File: src/rtl/xbus_bridge_arbiter.sv
// Round-robin arbiter that shares one xbus bridge slave port among NUM_MASTERS requesters,
// with a per-grant watchdog and an enforced idle gap between grants.
module xbus_bridge_arbiter #(
    parameter int unsigned NUM_MASTERS = 4,
    parameter int unsigned TIMEOUT     = 1024,
    parameter int unsigned GAP         = 2
) (
    input  logic                       clk_i,
    input  logic                       rst_i,
    input  logic [NUM_MASTERS-1:0]     m_cyc_i,
    input  logic [NUM_MASTERS-1:0]     m_stb_i,
    input  logic [NUM_MASTERS-1:0]     m_we_i,
    input  logic [16*NUM_MASTERS-1:0]  m_sel_i,
    input  logic [32*NUM_MASTERS-1:0]  m_adr_i,
    input  logic [128*NUM_MASTERS-1:0] m_dat_i,
    output logic [NUM_MASTERS-1:0]     m_ack_o,
    output logic [NUM_MASTERS-1:0]     m_berr_o,
    output logic [127:0]               m_dat_o,
    output logic                       s_cyc_o,
    output logic                       s_stb_o,
    output logic                       s_we_o,
    output logic [15:0]                s_sel_o,
    output logic [31:0]                s_adr_o,
    output logic [127:0]               s_dat_o,
    input  logic                       s_ack_i,
    input  logic                       s_berr_i,
    input  logic [127:0]               s_dat_i,
    output logic [NUM_MASTERS-1:0]     gnt_o,
    output logic                       timeout_o
);

    localparam int unsigned IW = (NUM_MASTERS > 1) ? $clog2(NUM_MASTERS) : 1;
    localparam int unsigned WW = $clog2(TIMEOUT) + 1;
    localparam int unsigned GW = (GAP > 1) ? $clog2(GAP) : 1;

    typedef enum logic [1:0] {
        ST_IDLE,
        ST_ACTIVE,
        ST_ABORT,
        ST_GAP
    } state_t;

    state_t                 state_q, state_d;
    logic [NUM_MASTERS-1:0] gnt_q, gnt_d;
    logic [IW-1:0]          gidx_q, gidx_d;
    logic [IW-1:0]          ptr_q, ptr_d;
    logic [WW-1:0]          wd_q, wd_d;
    logic [GW-1:0]          gap_q, gap_d;
    logic                   s_cyc_q, s_cyc_d;
    logic                   s_stb_q, s_stb_d;
    logic                   s_we_q, s_we_d;
    logic [15:0]            s_sel_q, s_sel_d;
    logic [31:0]            s_adr_q, s_adr_d;
    logic [127:0]           s_dat_q, s_dat_d;
    logic                   timeout_q, timeout_d;

    logic [NUM_MASTERS-1:0] req;
    logic                   win_found;
    logic [IW-1:0]          win_idx;
    logic [IW-1:0]          cand_idx;
    logic [IW-1:0]          src_idx;

    logic [15:0]  sel_arr [NUM_MASTERS];
    logic [31:0]  adr_arr [NUM_MASTERS];
    logic [127:0] dat_arr [NUM_MASTERS];

    for (genvar k = 0; k < NUM_MASTERS; k++) begin : g_slice
        assign sel_arr[k] = m_sel_i[16*k +: 16];
        assign adr_arr[k] = m_adr_i[32*k +: 32];
        assign dat_arr[k] = m_dat_i[128*k +: 128];
    end

    assign req = m_cyc_i & m_stb_i;

    // First requester at or after ptr, wrapping around.
    always_comb begin
        win_found = 1'b0;
        win_idx   = '0;
        cand_idx  = '0;
        for (int unsigned i = 0; i < NUM_MASTERS; i++) begin
            cand_idx = IW'((32'(ptr_q) + i) % NUM_MASTERS);
            if (!win_found && req[cand_idx]) begin
                win_found = 1'b1;
                win_idx   = cand_idx;
            end
        end
    end

    assign src_idx = (state_q == ST_IDLE) ? win_idx : gidx_q;

    always_comb begin
        state_d   = state_q;
        gnt_d     = gnt_q;
        gidx_d    = gidx_q;
        ptr_d     = ptr_q;
        wd_d      = wd_q;
        gap_d     = gap_q;
        s_cyc_d   = s_cyc_q;
        s_stb_d   = s_stb_q;
        s_we_d    = s_we_q;
        s_sel_d   = s_sel_q;
        s_adr_d   = s_adr_q;
        s_dat_d   = s_dat_q;
        timeout_d = 1'b0;

        case (state_q)
            ST_IDLE: begin
                if (win_found) begin
                    gnt_d   = NUM_MASTERS'(1) << win_idx;
                    gidx_d  = win_idx;
                    s_cyc_d = 1'b1;
                    s_stb_d = 1'b1;
                    s_we_d  = m_we_i[src_idx];
                    s_sel_d = sel_arr[src_idx];
                    s_adr_d = adr_arr[src_idx];
                    s_dat_d = dat_arr[src_idx];
                    wd_d    = '0;
                    if (32'(win_idx) == NUM_MASTERS - 1) begin
                        ptr_d = '0;
                    end else begin
                        ptr_d = win_idx + 1'b1;
                    end
                    state_d = ST_ACTIVE;
                end
            end

            ST_ACTIVE: begin
                if (!m_cyc_i[gidx_q]) begin
                    s_cyc_d = 1'b0;
                    s_stb_d = 1'b0;
                    gnt_d   = '0;
                    gap_d   = '0;
                    state_d = (GAP == 0) ? ST_IDLE : ST_GAP;
                end else begin
                    s_stb_d = m_stb_i[src_idx];
                    s_we_d  = m_we_i[src_idx];
                    s_sel_d = sel_arr[src_idx];
                    s_adr_d = adr_arr[src_idx];
                    s_dat_d = dat_arr[src_idx];
                    // A response in the expiry cycle takes priority over the abort.
                    if (s_ack_i || s_berr_i) begin
                        wd_d = '0;
                    end else if (wd_q >= WW'(TIMEOUT - 1)) begin
                        timeout_d = 1'b1;
                        s_cyc_d   = 1'b0;
                        s_stb_d   = 1'b0;
                        state_d   = ST_ABORT;
                    end else begin
                        wd_d = wd_q + 1'b1;
                    end
                end
            end

            ST_ABORT: begin
                if (!m_cyc_i[gidx_q]) begin
                    gnt_d   = '0;
                    gap_d   = '0;
                    state_d = (GAP == 0) ? ST_IDLE : ST_GAP;
                end
            end

            ST_GAP: begin
                if (gap_q == GW'(GAP - 1)) begin
                    state_d = ST_IDLE;
                end else begin
                    gap_d = gap_q + 1'b1;
                end
            end

            default: state_d = ST_IDLE;
        endcase
    end

    always_ff @(posedge clk_i) begin
        if (rst_i) begin
            state_q   <= ST_IDLE;
            gnt_q     <= '0;
            gidx_q    <= '0;
            ptr_q     <= '0;
            wd_q      <= '0;
            gap_q     <= '0;
            s_cyc_q   <= 1'b0;
            s_stb_q   <= 1'b0;
            s_we_q    <= 1'b0;
            s_sel_q   <= '0;
            s_adr_q   <= '0;
            s_dat_q   <= '0;
            timeout_q <= 1'b0;
        end else begin
            state_q   <= state_d;
            gnt_q     <= gnt_d;
            gidx_q    <= gidx_d;
            ptr_q     <= ptr_d;
            wd_q      <= wd_d;
            gap_q     <= gap_d;
            s_cyc_q   <= s_cyc_d;
            s_stb_q   <= s_stb_d;
            s_we_q    <= s_we_d;
            s_sel_q   <= s_sel_d;
            s_adr_q   <= s_adr_d;
            s_dat_q   <= s_dat_d;
            timeout_q <= timeout_d;
        end
    end

    // Bridge responses reach only the granted master, with no added latency.
    always_comb begin
        m_ack_o  = '0;
        m_berr_o = '0;
        if (state_q == ST_ACTIVE) begin
            if (s_ack_i) m_ack_o = gnt_q;
            if (s_berr_i) m_berr_o = gnt_q;
        end else if (state_q == ST_ABORT && m_cyc_i[gidx_q]) begin
            m_berr_o = gnt_q;
        end
    end

    assign m_dat_o   = s_dat_i;
    assign s_cyc_o   = s_cyc_q;
    assign s_stb_o   = s_stb_q;
    assign s_we_o    = s_we_q;
    assign s_sel_o   = s_sel_q;
    assign s_adr_o   = s_adr_q;
    assign s_dat_o   = s_dat_q;
    assign gnt_o     = gnt_q;
    assign timeout_o = timeout_q;

endmodule
File: config.mk
export PLATFORM = sky130hd
export DESIGN_NAME = xbus_bridge_arbiter
export DESIGN_NICKNAME = d
export VERILOG_FILES = /design/src/rtl/xbus_bridge_arbiter.sv
export SDC_FILE = /design/constraint.sdc
export NUM_CORES = 1
export LEC_CHECK = 0
export ABC_AREA = 1
export BUFFER_PORTS_ARGS = -buffer_cell sky130_fd_sc_hd__clkbuf_2
export CAP_MARGIN = 20
export CORE_AREA = 4 4 451 453
export DETAILED_ROUTE_END_ITERATION = 8
export DIE_AREA = 0 0 455 457
export SLEW_MARGIN = 10
export SYNTH_ARGS = -nofsm -noshare
export SYNTH_HDL_FRONTEND = slang
export SYNTH_SLANG_ARGS = --single-unit
File: constraint.sdc
create_clock -name clk_i -period 2.7 [get_ports clk_i]
set_input_delay 0.54 -clock clk_i [delete_from_list [all_inputs] [get_ports clk_i]]
set_output_delay 0.54 -clock clk_i [all_outputs]
set_load 0.02 [all_outputs]
==> out/metrics.cfg <==
[run_status]
outcome=finished, final reports clean

[critical_path]
crit_arrival_ns=2.08
r2r_start=ptr_q[0]$_SDFFE_PP0P_
r2r_end=s_dat_o[53]$_SDFFE_PP0P_
crit_slowest_cell=dfxtp_1
startpoint=state_q[1]$_SDFFE_PP0P_
worst-setup-path-type=flip-flop to output pin
required_ns=2.16
r2r_slack_ns=0.12
cp-end-kind=output pin
crit_fanout=11
rr_worst_depth=17
critical-path-max-stage-delay_ns=0.39
endpoint=m_berr_o[1]
setup.worst_path.start_class=flip-flop
cp_cell_sequence=inv_1, ha_1, inv_4, nor2_1, nor3_1, clkbuf_2

[drt]
wl_per_cell_um=23.9
vias=22800
routed_via_density=3.47
ant_nets=0
route.detailed.drc=0
first_pass_iters=6
wl_um=157000
drtIter0Drc=2083

[logic_synthesis]
ys_ff_latch=202
synth_top_flop_cell=dfxtp_1
synthArstFlopShare_pct=0
synth-edff-count=0
netlist-cell-type-count=28
avgSynthCellArea_um2=5.42
syn-num-nets=3964
syn_area_um2=16800
yosysWarnings=0
syn_inst=3107
ys_seq_area_share_pct=24.0

[cts]
cts_tree=done
clkSlewWorstSetupHoldPaths_ns=0.06
root_buffer=clkbuf_16
clk_latency_ns=0.65
post_cts_buffers=0
h-tree-depth=1
numClockSinks=202
cts_buffers=30
clockBufferDepth=3

[pwr]
power.leakage_nw=14.0
power_w=0.0379
p_per_area_nw_per_um2=1500
ir_drop_mv=0.723

[timing]
rsz0062_at_grt=yes
hold_viol_final=0
fin_skew_ns=0.0257
worst_slew_pin_slew_ns=0.507
finalSetupTns_ns=0
fmax_mhz=382
period_share_pct=97.0
slew_headroom_pct=66.2
layout_min_cycle_time_ns=2.62
setup_viol=0
final_max_slew_viol_count=0

[place]
gp_congestion=0.992
dpl-instance-area_um2=24100
portBuffers=911
dp_hpwl_um=138000

[layout]
area.growth.synth_to_final_pct=50.1
fin_area_um2=25300
drive_gt1_share_pct=29.1
fillers=23500
final_cell_mix=1324 x nand2_1, 909 x clkbuf_2, 565 x nand3_1, 368 x nor2_1, 213 x inv_1
layout_commonest_cell=nand2_1
layout.nets=4702

[floorplanning]
core_um2=199000
ioPinCount=1168
rows=164
die_y_um=457
fp.dieW_um=455
initial_core_util_pct=8.45
die-area_um2=208000

[grt]
grt.total_usage_pct=14.4
grt_pass1_vias=21300
grt_max_degree=90
grt_pass1_wl_um=200000
antenna_found_initial=157
grt-ovfl-total=0

[hold_path]
hp-class=primary input to flip-flop

[run]
max_cap_violations=0

==> where the power goes <==
group | internal [W] | leakage [nW] | switching [W] | total [W]
Sequential | 0.00411 | 1.67 | 0.000622 | 0.00473
Clock | 0.00244 | 0.489 | 0.00171 | 0.00415
Combinational | 0.00969 | 11.8 | 0.0194 | 0.0291
==> flip-flops by register name, indices dropped and copies added (netlist names) <==
| register | flops |
|---|---|
| gap_q | 1 |
| s_cyc_o | 1 |
| wd_q | 11 |
| ptr_q | 2 |
| s_sel_o | 16 |
| s_dat_o | 128 |
| timeout_o | 1 |
| gnt_o | 4 |
| s_we_o | 1 |
| s_adr_o | 32 |
| state_q | 2 |
| gidx_q | 2 |
| s_stb_o | 1 |
==> layer usage <==
metal	vias up	track usage, %	wire length [um]
met5	-	0	711
li1	11000	-	-
met3	419	9.02	24600
met1	10100	14.3	51600
met2	1124	23.9	72700
met4	112	5.88	7410
==> logic make-up (layout without fill, tap and decap cells) <==
| family | after synthesis | after routing | share of synthesized area, % |
|---|---|---|---|
| compound gates | 39 | 39 | 1.27 |
| fa+ha+maj | 9 | 9 | 0.669 |
| buf+inv | 564 | 1324 | 18.2 |
| flops | 202 | 202 | 24.0 |
| other cells | 0 | 42 | 0 |
| simple gates | 2293 | 2293 | 55.8 |
==> cell usage after synthesis (4+ instances only) <==
| master | count | area share [%] |
|---|---|---|
| nand2_1 | 1328 | 30 |
| nand3_1 | 565 | 17 |
| nor2_1 | 368 | 8.2 |
| inv_1 | 214 | 4.8 |
| dfxtp_1 | 202 | 24 |
| buf_4 | 152 | 6.8 |
| buf_2 | 86 | 2.6 |
| clkbuf_1 | 67 | 1.5 |
| buf_6 | 36 | 2.4 |
| a21oi_1 | 21 | 0.62 |
| nor3_1 | 14 | 0.42 |
| ha_1 | 9 | 0.67 |
| o21ai_0 | 6 | 0.18 |
| buf_1 | 5 | 0.11 |
| nand2_2 | 5 | 0.19 |
| a211oi_1 | 4 | 0.18 |
| nand2_4 | 4 | 0.27 |
| o21ai_1 | 4 | 0.12 |
==> repair_timing <==
item                                    CTS  global route
endpoints found under the setup margin    4            32
gates resized for setup                   2             7
hold endpoints to repair                  0             0
hold buffers                              0             0
==> final cells by class <==
type                            instances  area [um^2]  area share [%]
Multi-Input combinational cell       2341         9780            38.7
Clock inverter                         11          121           0.480
Tap cell                             2656         3320            13.1
Clock buffer                           43          881            3.48
Timing Repair Buffer                 1052         6180            24.5
Antenna cell                           42          105           0.416
Sequential cell                       202         4040            16.0
Inverter                              218          837            3.31
==> through the flow <==
stage / hold WS, ns / utilization [%] / instances / setup WS, ns
global route: 0.253 / 12.7 / 6537 / -0.00279
CTS: 0.177 / 12.6 / 6523 / 0.0438
detailed placement: 0.446 / 12.1 / 6469 / 0.00485
floorplan: 0.430 / - / 3107 / 0.539
finish: 0.263 / 12.7 / 6565 / 0.0800
global placement: 0.441 / 12.1 / 6469 / 0.0286
==> critical path: cells and delay by family (launching register included) <==
kind / cells / cell delay, ns
simple gates: 2 / 0.32
fa+ha+maj: 1 / 0.27
buf+inv: 3 / 0.47
flops: 1 / 0.39
==> worst min-delay path by stage <==
| stage | start | depth (start not counted) | slack (ns) | end |
|---|---|---|---|---|
| after floorplan | wd_q[9]$_SDFFE_PP0P_ | 2 | 0.43 | wd_q[9]$_SDFFE_PP0P_ |
| after global placement | wd_q[9]$_SDFFE_PP0P_ | 2 | 0.44 | wd_q[9]$_SDFFE_PP0P_ |
| after detailed placement | wd_q[9]$_SDFFE_PP0P_ | 2 | 0.45 | wd_q[9]$_SDFFE_PP0P_ |
| after CTS | m_adr_i[100] | 7 | 0.18 | s_adr_o[4]$_SDFFE_PP0P_ |
| after global routing | m_adr_i[99] | 7 | 0.25 | s_adr_o[3]$_SDFFE_PP0P_ |
| final | m_adr_i[99] | 7 | 0.26 | s_adr_o[3]$_SDFFE_PP0P_ |
Power figures use the tool's default switching activity.
